`config.mk`:
```
export PLATFORM = sky130hd
export DESIGN_NAME = corevx_mem_arbiter
export DESIGN_NICKNAME = d
export VERILOG_FILES = /design/src/rtl/corevx_mem_arbiter.sv
export SDC_FILE = /design/constraint.sdc
export NUM_CORES = 1
export LEC_CHECK = 0
export CORE_AREA = 2 2 133 135
export DETAILED_ROUTE_END_ITERATION = 10
export DIE_AREA = 0 0 135 137
export REMOVE_ABC_BUFFERS = 1
export SLEW_MARGIN = 20
export SYNTH_ARGS = -nofsm -noshare
export SYNTH_HDL_FRONTEND = slang
export SYNTH_SLANG_ARGS = --single-unit
```
`constraint.sdc`:
```
create_clock -name clk -period 2.1 [get_ports clk]
set_input_delay 0.42 -clock clk [delete_from_list [all_inputs] [get_ports clk]]
set_output_delay 0.42 -clock clk [all_outputs]
set_load 0.01 [all_outputs]
```
`src/rtl/corevx_mem_arbiter.sv`:
```
// Two-master burst-holding arbiter that shares one Avalon-style memory port between dcache (0) and icache (1).
// Define COREVX_ARB_ROUND_ROBIN_EN for round-robin priority; otherwise port 0 has fixed priority.
module corevx_mem_arbiter #(
  parameter int unsigned BURST_W = 5,
  parameter int unsigned ADDR_W  = 34
) (
  input  logic               clk,
  input  logic               rst_n,
  input  logic [ADDR_W-1:0]  p0_address,
  input  logic [BURST_W-1:0] p0_burstcount,
  input  logic               p0_read,
  input  logic               p0_write,
  input  logic [31:0]        p0_writedata,
  input  logic [3:0]         p0_byteenable,
  output logic               p0_waitrequest,
  output logic               p0_readdatavalid,
  output logic [31:0]        p0_readdata,
  output logic [1:0]         p0_response,
  input  logic [ADDR_W-1:0]  p1_address,
  input  logic [BURST_W-1:0] p1_burstcount,
  input  logic               p1_read,
  input  logic               p1_write,
  input  logic [31:0]        p1_writedata,
  input  logic [3:0]         p1_byteenable,
  output logic               p1_waitrequest,
  output logic               p1_readdatavalid,
  output logic [31:0]        p1_readdata,
  output logic [1:0]         p1_response,
  output logic [ADDR_W-1:0]  m_address,
  output logic [BURST_W-1:0] m_burstcount,
  output logic               m_read,
  output logic               m_write,
  output logic [31:0]        m_writedata,
  output logic [3:0]         m_byteenable,
  input  logic               m_waitrequest,
  input  logic               m_readdatavalid,
  input  logic [31:0]        m_readdata,
  input  logic [1:0]         m_response
);

  localparam logic [1:0] StIdle  = 2'd0;
  localparam logic [1:0] StGrant = 2'd1;
  localparam logic [1:0] StRdata = 2'd2;

  localparam logic [BURST_W-1:0] OneBeat = BURST_W'(1);

  logic [1:0]         state_q, state_d;
  logic               grant_q, grant_d;
  logic [BURST_W-1:0] beats_q, beats_d;
  logic               prio;
  logic               done;

  logic               req0, req1;
  logic               sel_read, sel_write;
  logic [BURST_W-1:0] sel_beats;
  logic               rd_acc, wr_acc;

  assign req0 = p0_read | p0_write;
  assign req1 = p1_read | p1_write;

  // Command path follows the grant register in every state, IDLE included.
  assign m_address    = grant_q ? p1_address    : p0_address;
  assign m_burstcount = grant_q ? p1_burstcount : p0_burstcount;
  assign m_writedata  = grant_q ? p1_writedata  : p0_writedata;
  assign m_byteenable = grant_q ? p1_byteenable : p0_byteenable;

  // Read wins when a master illegally raises both strobes.
  assign sel_read  = grant_q ? p1_read : p0_read;
  assign sel_write = (grant_q ? p1_write : p0_write) & ~sel_read;
  assign sel_beats = (m_burstcount == '0) ? OneBeat : m_burstcount;

  assign rd_acc = m_read & ~m_waitrequest;
  assign wr_acc = m_write & ~m_waitrequest;

  assign p0_readdata = m_readdata;
  assign p1_readdata = m_readdata;
  assign p0_response = m_response;
  assign p1_response = m_response;

  always_comb begin
    m_read           = 1'b0;
    m_write          = 1'b0;
    p0_waitrequest   = 1'b1;
    p1_waitrequest   = 1'b1;
    p0_readdatavalid = 1'b0;
    p1_readdatavalid = 1'b0;
    case (state_q)
      StGrant: begin
        m_read  = sel_read;
        m_write = sel_write;
        if (grant_q) p1_waitrequest = m_waitrequest;
        else         p0_waitrequest = m_waitrequest;
      end
      StRdata: begin
        if (grant_q) p1_readdatavalid = m_readdatavalid;
        else         p0_readdatavalid = m_readdatavalid;
      end
      default: ;
    endcase
  end

  always_comb begin
    state_d = state_q;
    grant_d = grant_q;
    beats_d = beats_q;
    done    = 1'b0;
    case (state_q)
      StIdle: begin
        if (req0 | req1) begin
          grant_d = (req0 & req1) ? prio : req1;
          state_d = StGrant;
        end
      end
      StGrant: begin
        if (rd_acc) begin
          beats_d = sel_beats;
          state_d = StRdata;
        end else if (wr_acc) begin
          // beats is zero between transactions, so zero here marks the first write beat.
          beats_d = (beats_q == '0) ? sel_beats - OneBeat : beats_q - OneBeat;
          if (beats_d == '0) begin
            state_d = StIdle;
            done    = 1'b1;
          end
        end
      end
      StRdata: begin
        if (m_readdatavalid) begin
          beats_d = beats_q - OneBeat;
          if (beats_q == OneBeat) begin
            state_d = StIdle;
            done    = 1'b1;
          end
        end
      end
      default: state_d = StIdle;
    endcase
  end

  always_ff @(posedge clk or negedge rst_n) begin
    if (!rst_n) begin
      state_q <= StIdle;
      grant_q <= 1'b0;
      beats_q <= '0;
    end else begin
      state_q <= state_d;
      grant_q <= grant_d;
      beats_q <= beats_d;
    end
  end

`ifdef COREVX_ARB_ROUND_ROBIN_EN
  logic prio_q, prio_d;

  // Priority passes to the loser of each completed transaction.
  assign prio_d = done ? ~grant_q : prio_q;
  assign prio   = prio_q;

  always_ff @(posedge clk or negedge rst_n) begin
    if (!rst_n) prio_q <= 1'b0;
    else        prio_q <= prio_d;
  end
`else
  logic unused_done;

  assign prio        = 1'b0;
  assign unused_done = done;
`endif

endmodule

```
==> Word level (Yosys, flattened, before mapping) <==
Cells that the tools add are included.
{ "word_totals": {"ff_bits": 8, "input_bits": 192, "out_inout_bits": 149} }
{ "classes": {"n_addsub": 2, "eq_ne": 8, "muxes": 30, "n_bitwise": 9, "reduce_logical": 8} }
{ "ops": {"columns": ["op", "count"], "rows": [
  ["$mux W34", 1],
  ["$mux W32", 1],
  ["$mux W5", 6],
  ["$logic_not A5 Y1", 3],
  ["$mux W1", 13],
  ["$mux W2", 6],
  ["$pmux W5 S2", 1],
  ["$sub A5 B1 Y5 const B", 2],
  ["$ne A2 B2 Y1 const B", 3],
  ["$ne A3 B3 Y1 const B", 2],
  ["$pmux W2 S3", 1],
  ["$eq A5 B1 Y1 const B", 1],
  ["$reduce_and A5 Y1", 1],
  ["$and A1 B1 Y1", 4],
  ["$mux W4", 1],
  ["$or A1 B1 Y1", 3],
  ["$reduce_and A3 Y1", 1],
  ["$eq A2 B1 Y1 const B", 1],
  ["$eq A2 B2 Y1 const B", 1],
  ["$logic_not A2 Y1", 1],
  ["$not A1 Y1", 2],
  ["$reduce_and A2 Y1", 1],
  ["$reduce_bool A2 Y1", 1]
]} }

==> Depth between registers and ports, before layout <==
{ "depth": {"word_depth": 10, "mapped_depth": 10, "ltp_nobuf": 9} }

==> Worst setup path before layout <==
No wires, ideal clock.
{ "synth_timing": {"path_type": "register to register", "start": "register grant_q", "end": "register beats_q[4]", "setup_ps": 95, "t_arrival_ps": 2140, "required_time_ps": 2005, "setup_slack_ps": -135, "path_stages_with_launch": 10, "path_buffers": 1, "path_cell_list": "dfrtp_1 -> buf_4 -> or3_1 -> o31ai_2 -> inv_1 -> ha_1 -> o21ai_0 -> mux2i_1 -> a211oi_1 -> o31ai_1"} }
{ "synth_between": {"elab_chain_cells": 8, "elab_cells_between_ends": 18, "classes_between": "add/sub (1); eq/ne (1); mux (10); bitwise (4); reduce/logical (2)"} }
{ "synth_lines": {"columns": ["item", "line", "text"], "rows": [
  ["start: declaration", "48", "logic grant_q, grant_d;"],
  ["start signal: assignment", "147", "grant_q <= grant_d;"],
  ["$mux W5", "63", "assign m_burstcount = grant_q ? p1_burstcount : p0_burstcount;"],
  ["$logic_not A5 Y1", "70", "assign sel_beats = (m_burstcount == '0) ? OneBeat : m_burstcount;"],
  ["$mux W5", "70", null],
  ["$sub A5 B1 Y5", "120", "beats_d = (beats_q == '0) ? sel_beats - OneBeat : beats_q - OneBeat;"],
  ["$mux W5", "120", null],
  ["$mux W5", "118", "end else if (wr_acc) begin"],
  ["$mux W5", "115", "if (rd_acc) begin"],
  ["$pmux W5 S2", "107", "case (state_q)"],
  ["end signal: assignment", "148", "beats_q <= beats_d;"],
  ["end: declaration", "49", "logic [BURST_W-1:0] beats_q, beats_d;"]
]} }
Parallel ways exist; a longest one is shown, timed or not. The select of a mux whose other input is x is not followed.
A chain may end at the register's enable or synchronous reset.

==> Final worst setup path <==
{ "layout_timing": {"start": "register grant_q", "end": "register state_q[0]"} }
{ "layout_between": {"elab_chain_cells": 8, "elab_cells_between_ends": 19, "classes_between": "add/sub (1); eq/ne (2); mux (9); bitwise (4); reduce/logical (3)"} }
{ "layout_lines": {"columns": ["item", "line", "text"], "rows": [
  ["$mux W5", "63", null],
  ["$logic_not A5 Y1", "70", null],
  ["$mux W5", "70", null],
  ["$sub A5 B1 Y5", "120", null],
  ["$mux W5", "120", null],
  ["$logic_not A5 Y1", "121", "if (beats_d == '0) begin"],
  ["$ne A3 B3 Y1 (no line)", null, null],
  ["$reduce_and A5 Y1 (no line)", null, null],
  ["end signal: assignment", "142", "state_q <= StIdle;"],
  ["end signal: assignment", "146", "state_q <= state_d;"],
  ["end: declaration", "47", "logic [1:0] state_q, state_d;"]
]} }
Parallel ways exist; a longest one is shown, timed or not.

==> flow_metrics.py <==
metrics = {
    "status": {
        "status": "finished with violations",
        "violations": "setup timing",
    },
    "die": {
        "die_y_um": 137,
        "num_rows": 48,
        "start_util_pct": 13.4,
        "io-pin-count": 341,
        "dieArea_sq_um": 18500,
        "core_sq_um": 17100,
        "die_width_um": 135,
    },
    "hold_path": {
        "hp-class": "in2async",
    },
    "routing": {
        "drtPass1Iterations": 4,
        "drt-total-wl_um": 19300,
        "vias_per_cell": 4.21,
        "drt_iter0_drc": 99,
        "detail_route.wl_per_cell_um": 27.4,
        "ant_nets": 0,
        "vias": 2971,
        "drc_errors": 0,
    },
    "clock_tree": {
        "cts_root_buf": "clkbuf_16",
        "holdBufCountCts": 0,
        "clockBufferDepth": 2,
        "path_clk_slew_ns": 0.04,
        "clk_latency_ns": 0.24,
        "cts_tree": "built",
        "cts_inserted_buffers": 3,
        "clock-sinks": 8,
        "h-tree-depth": 1,
    },
    "sta": {
        "finClkSkew_ns": 0.00467,
        "slew_violations": 0,
        "period_needed_ns": 2.14,
        "hold_ws_ns": 0.510,
        "relSlewSlack_pct": 67.9,
        "setup_viol": 4,
        "fmax_ghz": 0.468,
        "rsz0062_at_grt": "true",
        "fin_ws_ns": -0.0379,
        "finalCritPeriodShare_pct": 102,
        "hold_violations": 0,
        "worst_pin_slew_ns": 0.481,
    },
    "global_routing": {
        "grt_max_degree": 23,
        "grtUsageTotal_pct": 19.9,
        "grt_pass1_vias": 3127,
        "overflow": 0,
        "grt_pass1_wl_um": 25000,
        "antenna_found_initial": 4,
    },
    "critical_path": {
        "crit_buf_inv": 2,
        "required_ns": 2.23,
        "cp-start-kind": "flip-flop",
        "critPathMaxStageDelay_ns": 0.53,
        "crit_chain": "buf_6 > mux2_4 > a21oi_4 > o31ai_4 > inv_2 > ha_4 > xnor2_1 > nand2_1 > o311ai_2 > o31a_1",
        "critical_path_class": "reg2reg",
        "crit_family": "compound AO/OA/AOI/OAI gates",
        "cp_data_arrival_time_ns": 2.26,
        "cp_max_fo": 4,
        "cp_slowest_cell": "dfrtp_4",
        "end_kind": "flip-flop",
    },
    "placed_design": {
        "hpwl_um": 16900,
        "place.gp.congestion": 0.902,
        "port_buffers": 238,
        "dpl_cell_area_sq_um": 4710,
    },
    "pwr": {
        "powerDensity_nw_per_um2": 944,
        "power_leakage_uw": 0.00204,
        "vdd_drop_max_v": 0.000476,
    },
    "finish": {
        "layout.nets": 672,
        "most-common-layout-cells": "150 x clkdlybuf4s50_1, 71 x mux2_2, 38 x buf_4, 37 x clkdlybuf4s15_1, 25 x dlygate4sd2_1",
        "synthToLayoutAreaGrowth_pct": 117,
        "fin_area_sq_um": 4970,
        "final_common_cell": "clkdlybuf4s50_1",
        "drive_gt1_share_pct": 36.6,
    },
    "logic_synthesis": {
        "syn_inst": 266,
        "syn_area_per_cell_sq_um": 8.62,
        "synth_seq_cells": 8,
        "netlist_area_sq_um": 2290,
        "synth_cell_types": 51,
        "synth_edf_count": 0,
        "synth.yosys.seq_area_share_pct": 8.73,
        "ys.flop_type": "dfrtp_1",
        "async_flop_share_pct": 100,
        "ys_warn_count": 0,
    },
    "flow_run": {
        "cap_violations": 0,
    },
}
[worst paths after layout]
path	from	endpoint	slack, ns	cells after the start
max	grant_q	state_q[0]	-0.04	10
min	rst_n	state_q[0]	0.51	1
max reg2reg	grant_q	state_q[0]	-0.04	10
min reg2reg	beats_q[0]	beats_q[0]	0.59	2
max in group asynchronous	rst_n	grant_q	1.23	1
min in group clk	beats_q[0]	beats_q[0]	0.59	2
[sequential cells by signal, summed over array words and instances (netlist names)]
name,flops
beats_q,5
grant_q,1
state_q,2
[metrics by stage]
stage	setup slack [ns]	instances	setup TNS [ns]	utilization [%]	total power (uW)
3_5_place_dp	-0.507	688	-8.11	27.6	4050
4_1_cts	-0.0916	699	-0.240	28.3	4510
3_3_place_gp	-0.494	688	-8.11	27.6	4070
6_report	-0.0379	705	-0.0798	29.1	4690
2_1_floorplan	-1.76	185	-78.53	-	2110
5_1_grt	-0.137	701	-0.641	29.1	4980
[cell families (layout without fill, tap and decap cells)]
kind of cell,Yosys count,count (layout),share of synthesized area (%)
simple gates,46,46,11.0
xor+xnor,6,6,2.29
mux,79,79,38.5
buf+inv,89,299,26.4
other cells,0,4,0
compound gates,35,35,11.4
flops,8,8,8.73
fa+ha+maj,3,3,1.64
[cells in the mapped netlist (2+ instances only)]
cell,instances,area [sq um]
and3_1,3,18.8
nand2_1,5,18.8
a31oi_1,2,12.5
ha_1,3,37.5
nor2_1,18,67.6
a221o_1,2,20.0
nor3_1,6,30.0
xor2_1,2,17.5
xnor2_1,4,35.0
or4b_1,2,20.0
mux2_2,73,822
buf_4,69,518
a21oi_1,3,15.0
buf_1,5,18.8
o21ai_0,9,45.0
inv_1,8,30.0
mux2i_1,6,60.1
clkbuf_1,2,7.51
a221oi_1,2,17.5
buf_2,4,20.0
dfrtp_1,8,200
[layout make-up]
cell class                 instances  area [sq um]
multi-input combinational        169          1610
tap                              225           282
clock buffer                       4          78.8
sequential                         8           204
fill                            1808         12100
timing repair buffer             287          2760
inverter                           8          30.0
antenna                            4          10.0
[routing by layer]
metal  global-route usage [%]  vias to the layer above  routed length [um]
met1                     23.3                     1358                7770
li1                         -                     1320                   -
met3                     14.7                       17                3310
met2                     29.1                      272                7930
met4                     3.24                        4                 229
met5                     4.44                        -                  96
[power by group]
part	switching [uW]	total, uW	internal, uW
registers	121	358	237
logic	1690	3980	2290
clock network	96.1	351	255
total	1910	4690	2780
[timing repair]
item / in CTS / in global routing
setup buffers: 4 / 0
endpoints found under the setup margin: 87 / 42
pin swaps: 8 / 5
gates cloned: 3 / 2
gates resized for setup: 188 / 48
endpoints found under the hold margin: 0 / 0
Note: power is estimated with default switching activity, not from simulation.
